## config.mk

```make
export PLATFORM = sky130hd
export DESIGN_NAME = gpr_wb_arbiter
export DESIGN_NICKNAME = d
export VERILOG_FILES = /design/src/rtl/gpr_wb_arbiter_pkg.sv /design/src/rtl/gpr_scoreboard.sv /design/src/rtl/gpr_wb_arbiter.sv
export VERILOG_INCLUDE_DIRS = /design/src /design/src/rtl
export SDC_FILE = /design/constraint.sdc
export NUM_CORES = 1
export LEC_CHECK = 0
export BUFFER_PORTS_ARGS = -buffer_cell sky130_fd_sc_hd__buf_2
export CAP_MARGIN = 20
export CORE_MARGIN = 2
export CORE_UTILIZATION = 25
export CTS_BUF_LIST = sky130_fd_sc_hd__clkbuf_4
export CTS_CLUSTER_DIAMETER = 30
export DETAILED_ROUTE_END_ITERATION = 10
export SYNTH_ARGS = -nofsm -noshare
export SYNTH_HDL_FRONTEND = slang
export SYNTH_SLANG_ARGS = --single-unit
```

## constraint.sdc

```tcl
create_clock -name clk -period 2.6 [get_ports clk]
set_input_delay 0 -clock clk [delete_from_list [all_inputs] [get_ports clk]]
set_output_delay 0 -clock clk [all_outputs]
set_load 0.01 [all_outputs]
```

## src/rtl/global_defines.vh

```
// Global widths shared by the GPU core blocks.
`ifndef GLOBAL_DEFINES_VH
`define GLOBAL_DEFINES_VH

`ifndef GPU_DDATA_WIDTH
`define GPU_DDATA_WIDTH 32
`endif

`define GPR_ADDR_W 5
`define GPR_NUM 32

`endif

```

## src/rtl/gpr_wb_arbiter_pkg.sv

```systemverilog
// Shared types and helpers for the GPR writeback arbiter and its scoreboard.
`include "global_defines.vh"

package gpr_wb_arbiter_pkg;

  localparam int unsigned GPR_AW = `GPR_ADDR_W;
  localparam int unsigned GPR_NV = `GPR_NUM;

  typedef enum logic {
    GNT_LSU = 1'b0,
    GNT_ALU = 1'b1
  } gnt_src_e;

  typedef struct packed {
    logic [GPR_AW-1:0] rs1;
    logic [GPR_AW-1:0] rs2;
    logic [GPR_AW-1:0] rd;
    logic              rd_we;
  } iss_req_t;

  // ALU wins only when LSU is idle or the policy currently prefers ALU.
  function automatic logic pick_alu(input logic alu_v, input logic lsu_v,
                                    input logic prefer_lsu);
    return alu_v & (~lsu_v | ~prefer_lsu);
  endfunction

endpackage

```

## src/rtl/gpr_scoreboard.sv

```systemverilog
// Pending-write scoreboard: busy vector with set/clear/flush and issue hazard check.
`include "global_defines.vh"

module gpr_scoreboard
  import gpr_wb_arbiter_pkg::*;
#(
  parameter int unsigned NREG = GPR_NV
) (
  input  logic              clk,
  input  logic              rst,
  input  logic              flush,
  input  logic              iss_valid,
  input  iss_req_t          iss,
  output logic              iss_ready,
  input  logic              clr_en,
  input  logic [GPR_AW-1:0] clr_addr,
  output logic [NREG-1:0]   busy
);

  localparam int unsigned NV   = 1 << GPR_AW;
  localparam int unsigned NMIN = (NREG < NV) ? NREG : NV;

  logic [NV-1:0]   busy_full;
  logic [NREG-1:0] busy_nxt;
  logic            hazard;
  logic            set_en;

  // Address-space view of the busy vector; register 0 is never busy.
  always_comb begin
    busy_full = '0;
    for (int unsigned i = 0; i < NMIN; i++) begin
      busy_full[i] = busy[i];
    end
    busy_full[0] = 1'b0;
  end

  always_comb begin
    hazard    = busy_full[iss.rs1] | busy_full[iss.rs2] |
                (iss.rd_we & busy_full[iss.rd]);
    iss_ready = ~rst & ~hazard;
    set_en    = iss_valid & iss_ready & iss.rd_we & (iss.rd != '0);
  end

  // Set beats clear on the same register; flush beats both.
  always_comb begin
    busy_nxt = busy;
    for (int unsigned i = 1; i < NREG; i++) begin
      if (clr_en && (clr_addr == GPR_AW'(i))) begin
        busy_nxt[i] = 1'b0;
      end
      if (set_en && (iss.rd == GPR_AW'(i))) begin
        busy_nxt[i] = 1'b1;
      end
    end
    if (flush) begin
      busy_nxt = '0;
    end
    busy_nxt[0] = 1'b0;
  end

  always_ff @(posedge clk or posedge rst) begin
    if (rst) begin
      busy <= '0;
    end else begin
      busy <= busy_nxt;
    end
  end

endmodule

```

## src/rtl/gpr_wb_arbiter.sv

```systemverilog
// Two-source (ALU/LSU) register-file writeback arbiter with pending-write scoreboard.
// Define GPR_WB_RR_EN for round-robin arbitration; default is fixed LSU-over-ALU priority.
`include "global_defines.vh"

module gpr_wb_arbiter
  import gpr_wb_arbiter_pkg::*;
#(
  parameter int unsigned DW   = `GPU_DDATA_WIDTH,
  parameter int unsigned NREG = 32
) (
  input  logic              clk,
  input  logic              rst,
  input  logic              alu_wb_valid,
  output logic              alu_wb_ready,
  input  logic [GPR_AW-1:0] alu_wb_addr,
  input  logic [DW-1:0]     alu_wb_data,
  input  logic              lsu_wb_valid,
  output logic              lsu_wb_ready,
  input  logic [GPR_AW-1:0] lsu_wb_addr,
  input  logic [DW-1:0]     lsu_wb_data,
  input  logic              iss_valid,
  output logic              iss_ready,
  input  logic [GPR_AW-1:0] iss_rs1,
  input  logic [GPR_AW-1:0] iss_rs2,
  input  logic [GPR_AW-1:0] iss_rd,
  input  logic              iss_rd_we,
  input  logic              flush,
  output logic              gpr_wen,
  output logic [GPR_AW-1:0] gpr_waddr,
  output logic [DW-1:0]     gpr_wdata,
  output logic [NREG-1:0]   sb_busy
);

  logic              prefer_lsu;
  logic              alu_gnt;
  logic              lsu_gnt;
  logic              wb_acc;
  gnt_src_e          wb_src;
  logic [GPR_AW-1:0] wb_addr;
  logic [DW-1:0]     wb_data;
  iss_req_t          iss;

  // Grants are combinational from the valids; nothing is granted in reset.
  always_comb begin
    alu_gnt = ~rst & pick_alu(alu_wb_valid, lsu_wb_valid, prefer_lsu);
    lsu_gnt = ~rst & lsu_wb_valid & ~alu_gnt;
  end

  assign alu_wb_ready = alu_gnt;
  assign lsu_wb_ready = lsu_gnt;

`ifdef GPR_WB_RR_EN
  // Round-robin pointer: prefer whichever source was not granted last.
  always_ff @(posedge clk or posedge rst) begin
    if (rst) begin
      prefer_lsu <= 1'b1;
    end else if (alu_gnt || lsu_gnt) begin
      prefer_lsu <= alu_gnt;
    end
  end
`else
  assign prefer_lsu = 1'b1;
`endif

  always_comb begin
    wb_acc  = alu_gnt | lsu_gnt;
    wb_src  = alu_gnt ? GNT_ALU : GNT_LSU;
    wb_addr = (wb_src == GNT_ALU) ? alu_wb_addr : lsu_wb_addr;
    wb_data = (wb_src == GNT_ALU) ? alu_wb_data : lsu_wb_data;
  end

  // Register-file write port, one cycle after accept; x0 writes are dropped.
  always_ff @(posedge clk or posedge rst) begin
    if (rst) begin
      gpr_wen   <= 1'b0;
      gpr_waddr <= '0;
      gpr_wdata <= '0;
    end else begin
      gpr_wen <= wb_acc & (wb_addr != '0);
      if (wb_acc) begin
        gpr_waddr <= wb_addr;
        gpr_wdata <= wb_data;
      end
    end
  end

  assign iss = '{rs1: iss_rs1, rs2: iss_rs2, rd: iss_rd, rd_we: iss_rd_we};

  gpr_scoreboard #(
    .NREG(NREG)
  ) u_scoreboard (
    .clk      (clk),
    .rst      (rst),
    .flush    (flush),
    .iss_valid(iss_valid),
    .iss      (iss),
    .iss_ready(iss_ready),
    .clr_en   (wb_acc),
    .clr_addr (wb_addr),
    .busy     (sb_busy)
  );

endmodule

```

**Word level (Yosys, flattened, before mapping)**

Cells that the tools add are included.

- Output and inout bits: 73
- Bits of input ports: 96
- Word-level logic and storage cells: 283
- Flip-flop bits (word level): 69

- Muxes and demuxes: 72
- Bitwise logic cells: 17
- Order comparisons: 3
- Reductions and logical operators: 95
- Eq/ne operators: 62

Operators with widths:

| kind | number |
|---|---|
| $eq 5x5->1 const B | 32 |
| $reduce_bool 3->1 | 31 |
| $eq 5x4->1 const B | 16 |
| $mux 1 | 66 |
| $mux 32 | 2 |
| $logic_and 1x1->1 | 62 |
| $eq 5x3->1 const B | 8 |
| $eq 5x2->1 const B | 4 |
| $lt 5x6->1 const B | 3 |
| $bmux 1 s5 | 3 |
| $and 1x1->1 | 10 |
| $eq 5x1->1 const B | 2 |
| $reduce_bool 5->1 | 2 |
| $mux 5 | 1 |
| $not 1->1 | 4 |
| $or 1x1->1 | 3 |

**Longest topological paths before layout**

Gate-level depths: netlist of the first run.

- Word-level depth: 12
- Depth in mapped cells: 9
- Depth with buffers taken out: 6

**By module**

Synthesis of the first run repeated with hierarchy kept, for this count alone.

- Cell total of the unflattened synthesis: 466
- Area, all modules: 4494.3 um2

By module, submodules not included:

| module | area an instance (um2) | sequential area each (um2) | times used | cells each |
|---|---|---|---|---|
| gpr_scoreboard | 2532.4 | 775.7 | 1 | 264 |
| gpr_wb_arbiter | 1961.9 | 950.9 | 1 | 202 |

**Worst setup path after synthesis of the first run**

Ideal clock, no wire load.

- Path kind: input-to-reg
- From: input port rst
- To: register u_scoreboard.busy[28]
- Path buffers: 1
- Data arrival time: 2.501 ns
- Setup slack: -0.011 ns
- Required time: 2.490 ns
- Stages on the path: 6
- Cell sequence: inv_1 -> o2111ai_1 -> a31oi_1 -> nor3_2 -> buf_6 -> o41ai_1

- Longest elaborated chain between the ends: 8

RTL lines:

| item | RTL line | source |
|---|---|---|
| start: declaration | gpr_wb_arbiter.sv:12 | `input logic rst,` |
| $not 1->1 * | gpr_scoreboard.sv:40, gpr_wb_arbiter.sv:45, gpr_wb_arbiter.sv:46 |  |
| $and 1x1->1 | gpr_scoreboard.sv:40 | `iss_ready = ~rst & ~hazard;` |
| $and 1x1->1 (3 in a row) | gpr_scoreboard.sv:41 | `set_en = iss_valid & iss_ready & iss.rd_we & (iss.rd != '0);` |
| $logic_and 1x1->1 | gpr_scoreboard.sv:51 | `if (set_en && (iss.rd == GPR_AW'(i))) begin` |
| $mux 1 | gpr_scoreboard.sv:51 |  |
| $mux 32 | gpr_scoreboard.sv:55 | `if (flush) begin` |
| end signal: assignment | gpr_scoreboard.sv:65 | `busy <= busy_nxt;` |
| end: declaration | gpr_scoreboard.sv:17 | `output logic [NREG-1:0] busy` |

Every way passes the cells marked *; elsewhere a longest branch is shown, timed or not.
A chain may end at the register's enable or synchronous reset.

**Worst setup path in the final report of the first run**

- From: register u_scoreboard.busy[10]
- To: output port iss_ready

- Longest elaborated chain between the ends: 6

RTL lines:

| item | RTL line | source |
|---|---|---|
| $bmux 1 s5, on equally long branches | gpr_scoreboard.sv:38, gpr_scoreboard.sv:39 |  |
| $mux 1, on equally long branches | gpr_scoreboard.sv:38, gpr_scoreboard.sv:39 |  |
| $or 1x1->1 / $and 1x1->1 (equally long branches) | gpr_scoreboard.sv:38, gpr_scoreboard.sv:39 |  |
| $or 1x1->1 * | gpr_scoreboard.sv:38 | `hazard = busy_full[iss.rs1] \| busy_full[iss.rs2] \|` |
| $not 1->1 * | gpr_scoreboard.sv:40 |  |
| $and 1x1->1 * | gpr_scoreboard.sv:40 |  |
| end: declaration | gpr_wb_arbiter.sv:22 | `output logic iss_ready,` |

Every way passes the cells marked *; elsewhere a longest branch is shown, timed or not. The select of a mux whose other input is x is not followed.

==> impl_metrics.toml, run 1 <==
[setup_path]
r2r_start = "u_scoreboard.busy[10]$_DFFE_PP0P_"
crit_start = "u_scoreboard.busy[10]$_DFFE_PP0P_"
crit_fanout = 16
reg2regPathDepth = 7
arrival_ps = 2480
worst-setup-path-type = "reg -> out"
crit_path_end_kind = "primary output"
crit_required_ps = 2600
worstSetupStartpointType = "flop"

[power_and_ir_drop]
pwr-share-clk = 0.231
power_frac_comb = 0.280
switching_share = 0.331
ir_worst_vdd_mv = 0.203
p_leak_nw = 2.92
internal_power_mw = 1.65
pwr-share-seq = 0.489
switchingPower_mw = 0.817
pwr_density_cell_nw_per_um2 = 395

[floorplan]
initial_core_util = 0.256
core_area_um2 = 16600
dieHeight_um = 134
design.die.area_um2 = 18000
rows = 47
fp.dieW_um = 134
io-pin-count = 169

[detailed_routing]
wl_met1_um = 7170
met3_length_um = 1560
top_layer_used = "met4"
vias_per_cell = 5.19
drt_iter0_markers = 401
dr.pass1.iters = 5
vias = 4785
route.detailed.drc = 0
routed_wl_um = 16400
wl_met2_um = 7440
wire_per_inst_um = 17.8
ant_nets = 0

[outcome]
status = "finished, final reports clean"

[logic_synthesis]
synth-edff-count = 0
synth_top_cell_area_share = 0.407
syn_area_um2 = 4240
synth_seq_cells = 69
syn_avg_cell_area_um2 = 9.34
yosys-top-cells-area = "dfrtp_1 41%, mux4_2 9.0%, nand2_1 8.4%"
ys_types = 37
syn-instance-count = 454
syn-num-nets = 550
synth_top_flop_cell = "dfrtp_1"
postSynth.asyncResetShare = 1.00
ys_seq_area_frac = 0.407
ys.warnings.count = 0
yosys.area.top_type = "dfrtp_1"

[clock_network]
htree_levels = 3
ctsRootBufferMaster = "clkbuf_4"
cts_buffers = 9
clock_latency_ps = 420
clockBufferDepth = 2
clk_pin_slew_worst_paths_ps = 120
cts_sinks = 69
cts_tree = "yes"

[grt]
track_usage = 0.179
first_global_vias = 4647
grt-ovfl-total = 0
grt_max_degree = 70
grt_pass1_wl_um = 25500
antenna_found_initial = 0

[placed_design]
place_inst = 831
place_hpwl_um = 11100
pre_cts_ws_ps = 167
place.gp.congestion = 0.853
numPortBuffers = 167

[sta]
min_period_over_period = 0.956
relSlewSlack = 0.391
rsz0062_at_grt = "no"
tightest_slew_ps = 914
setup_slack_ps = 115
fin_crit_ps = 2480
setup_viol = 0
fin_setup_tns_ps = 0
fmax_mhz = 402
slew_violations = 0
clock_skew_ps = 16.3
hold_violations = 0
hold_slack_ps = 17.6

[final_layout]
final_util = 0.377
instances_no_fill = 922
drive_above_1_share = 0.340
fillCellCount = 1649
area_growth_pct = 47.5
final_common_cell = "buf_2"
antenna_cells = 0
final_cell_mix = "166 x buf_2, 95 x nand2_1, 74 x dlygate4sd3_1, 69 x dfrtp_1, 41 x o21ai_0"
final_nets = 795

[hold_path]
hp-class = "in -> async"

[flow_run]
maxCapViolCount = 0
==> cells in the mapped netlist (4+ instances only) <==
| cell | number |
|---|---|
| nand2_1 | 95 |
| dfrtp_1 | 69 |
| o21ai_0 | 41 |
| a22oi_1 | 34 |
| nor2b_1 | 34 |
| o41ai_1 | 28 |
| clkbuf_1 | 19 |
| mux4_2 | 17 |
| nor2_1 | 14 |
| mux2i_1 | 13 |
| nand3_1 | 8 |
| nand3b_1 | 8 |
| buf_2 | 7 |
| nor3b_1 | 7 |
| mux2_2 | 6 |
| a21oi_1 | 5 |
| a31oi_1 | 5 |
| inv_1 | 5 |
| nor3_1 | 5 |
| o31ai_1 | 5 |
| buf_1 | 4 |
==> power by group through the flow <==
stage	logic (mW)	registers, mW	clock network [mW]
2_1_floorplan	0.259	1.26	0
3_3_place_gp	0.570	1.22	0
3_5_place_dp	0.575	1.22	0
4_1_cts	0.670	1.21	0.600
5_1_grt	0.752	1.22	0.634
6_report	0.691	1.21	0.571
==> timing repair <==
action | 4_1_cts | 5_1_grt
cloned | 0 | 0
setup buffers | 0 | 3
setup endpoints to repair | 1 | 1
resized for setup | 1 | 2
endpoints found under the hold margin | 37 | 0
hold buffers | 74 | 0
pin swaps | 1 | 1
==> worst max-delay path, stage by stage (launching register included) <==
cell and delay, ps:
dfrtp_1 450, mux4_2 480, mux2_2 280, nand2_1 70, o2111a_1 220, nor3_4 80, buf_4 210, nor2_1 130
buf_2 140
==> layout make-up <==
cell class                      count  area, µm²  share of cell area
Multi-Input combinational cell    345       2350               0.375
Timing Repair Buffer              269       1790               0.287
Sequential cell                    69       1730               0.276
Tap cell                          220        275              0.0440
Clock buffer                       10       75.1              0.0120
Inverter                            5       22.5             0.00360
Clock inverter                      4       17.5             0.00280
==> routing by layer <==
metal  global-route usage  up-vias
li1                     -     2168
met1                0.250     2310
met2                0.280      285
met3               0.0351       22
met4               0.0526        0
met5                    0        -
==> kinds of logic after synthesis <==
group,Yosys count,share of synthesized area
AND/OR/NAND/NOR,184,0.210
AO/OA/AOI/OAI,124,0.201
flip-flops,69,0.407
buffers and inverters,40,0.0446
multiplexers,36,0.137
other,1,0.000884
==> registers in the layout (all words and copies together) (netlist names) <==
signal / count
gpr_wen: 1
u_scoreboard.busy: 31
gpr_waddr: 5
gpr_wdata: 32
==> per-stage QoR <==
step | instance area (µm²) | total power, mW
after CTS | 6230 | 2.48
after detailed placement | 5390 | 1.80
after global placement | 5390 | 1.79
after global routing | 6260 | 2.60
after floorplan | 4240 | 1.52
final | 6260 | 2.47
==> worst paths after layout <==
kind	end	slack (ps)
min reg2reg	gpr_wdata[20]$_DFFE_PP0P_	480
max reg2reg	u_scoreboard.busy[30]$_DFFE_PP0P_	230
min in group clk	u_scoreboard.busy[10]$_DFFE_PP0P_	70
max	iss_ready	120
max in group asynchronous	gpr_wdata[23]$_DFFE_PP0P_	1990
min	u_scoreboard.busy[15]$_DFFE_PP0P_	20
Power figures use the tool's default switching activity.
==> run 2, diff against run 1 <==
Settings changed: CORE_UTILIZATION 25 to 30.
==> run 2 against run 1 <==
Cell area down 2.2%. Sequential share of layout area up 0.63 points. Clock power up 34%. Die area down 16%. Wire length down 5.6%. Clock-buffer cell count unchanged. Via count down 3.3%. Sequential power about the same. Power up 6.9%.
==> impl_metrics.toml, run 2 (synthesis results as in run 1) <==
[outcome]
status = "finished, final reports clean"

[sta]
tightest_slew_ps = 906
min_period_over_period = 0.932
clock_skew_ps = 6.22
rsz0062_at_grt = "no"
fin_setup_tns_ps = 0
setup_viol = 0
setup_slack_ps = 178
hold_violations = 0
slew_violations = 0
relSlewSlack = 0.396
fmax_mhz = 413
fin_crit_ps = 2420

[grt]
grt-ovfl-total = 0
antenna_found_initial = 0
grt_max_degree = 70
grt_pass1_wl_um = 24100
first_global_vias = 4579
track_usage = 0.204

[setup_path]
worst-setup-path-type = "reg -> out"
r2r_end = "u_scoreboard.busy[20]$_DFFE_PP0P_"
crit_path_end_kind = "primary output"
crit_family = "multiplexers"
arrival_ps = 2420
crit_start = "u_scoreboard.busy[15]$_DFFE_PP0P_"
path_buf_inv = 2
reg2regPathDepth = 7
rrSetupSlack_ps = 320
crit_required_ps = 2600
worstSetupStartpointType = "flop"
crit_fanout = 32
r2r_start = "u_scoreboard.busy[15]$_DFFE_PP0P_"
crit_path_max_incr_delay_ps = 480
crit_path_top_delay_cell = "mux4_2"
worstPathCellList = "mux4_2 -> mux2_2 -> nand2_1 -> o2111a_1 -> nor3_2 -> buf_4 -> nor2_1 -> buf_2"

[power_and_ir_drop]
ir_worst_vdd_mv = 0.230
p_leak_nw = 2.86
p_total_mw = 2.64
pwr_density_cell_nw_per_um2 = 432

[final_layout]
final_nets = 777
antenna_cells = 0
largest-register = "gpr_wdata"
final_cell_mix = "167 x buf_2, 95 x nand2_1, 73 x dlygate4sd3_1, 69 x dfrtp_1, 41 x o21ai_0"
area_growth_pct = 44.2
largest_reg_flops = 32
reg.largest.list = "gpr_wdata: 32 flops, u_scoreboard.busy: 31 flops, gpr_waddr: 5 flops"
drive_above_1_share = 0.327
final_util = 0.442
final_common_cell = "buf_2"

[clock_network]
cts_buffers = 9
cts_tree = "yes"
clock_latency_ps = 410
cts_sinks = 69
postCtsResizedCells = 0
clockBufferDepth = 2
ctsRootBufferMaster = "clkbuf_4"
htree_levels = 3
clk_pin_slew_worst_paths_ps = 110

[floorplan]
dieHeight_um = 123
core_area_um2 = 13800
io-pin-count = 169
rows = 43
design.die.area_um2 = 15100
initial_core_util = 0.307
fp.dieW_um = 123

[placed_design]
place_hpwl_um = 10600
pre_cts_ws_ps = 335
place.gp.congestion = 0.814
numPortBuffers = 167

[hold_path]
hp-class = "in -> async"

[detailed_routing]
ant_nets = 0
route.detailed.drc = 0
routed_wl_um = 15500
drt_iter0_markers = 318
wire_per_inst_um = 17.9
vias = 4629
dr.pass1.iters = 8
vias_per_cell = 5.35

[flow_run]
maxCapViolCount = 0
## run 2: worst max-delay path by stage
stage,endpoint,cells past startpoint,slack [ps]
6_report,iss_ready,8,180
5_1_grt,iss_ready,8,40
4_1_cts,iss_ready,8,130
3_5_place_dp,u_scoreboard.busy[14]$_DFFE_PP0P_,7,330
3_3_place_gp,u_scoreboard.busy[8]$_DFFE_PP0P_,7,430
2_1_floorplan,u_scoreboard.busy[3]$_DFFE_PP0P_,6,530
## run 2: timing repair
| item | in CTS | in global routing |
|---|---|---|
| hold buffers | 73 | 0 |
| setup buffers | 0 | 0 |
| endpoints found under the hold margin | 37 | 0 |
## run 2: report_power, final
group	internal (mW)	switching (mW)
registers	1.16	0.0524
logic	0.297	0.370
clock network	0.392	0.372
## run 2: worst reg2reg max path, delay by kind of cell (launching register included)
kind / cells / cell delay (ps)
buf+inv: 1 / 250
flops: 1 / 450
compound gates: 2 / 600
mux: 2 / 760
simple gates: 2 / 120
## run 2: per-layer routing
layer | up-vias | global-route usage | share of wire | wire (µm)
li1 | 2140 | - | - | -
met1 | 2238 | 0.272 | 0.43 | 6640
met2 | 237 | 0.330 | 0.47 | 7270
met3 | 14 | 0.0530 | 0.095 | 1470
met4 | 0 | 0.0539 | 0.0091 | 141
met5 | - | 0 | 0 | 0
## run 2: per-stage QoR
step / std cells / hold WS (ps) / area (µm²)
floorplan: 454 / 117 / 4240
global placement: 777 / 212 / 5230
detailed placement: 777 / 222 / 5230
CTS: 866 / 4.92 / 6120
global route: 866 / 49.5 / 6120
finish: 866 / 2.07 / 6120
## run 2: cell type report
class | instances | area (µm²)
clock inverter | 6 | 77.6
fill | 1332 | 7710
sequential | 69 | 1730
clock buffer | 10 | 75.1
timing repair buffer | 251 | 1650
inverter | 5 | 22.5
multi-input combinational | 345 | 2340
tap | 180 | 225
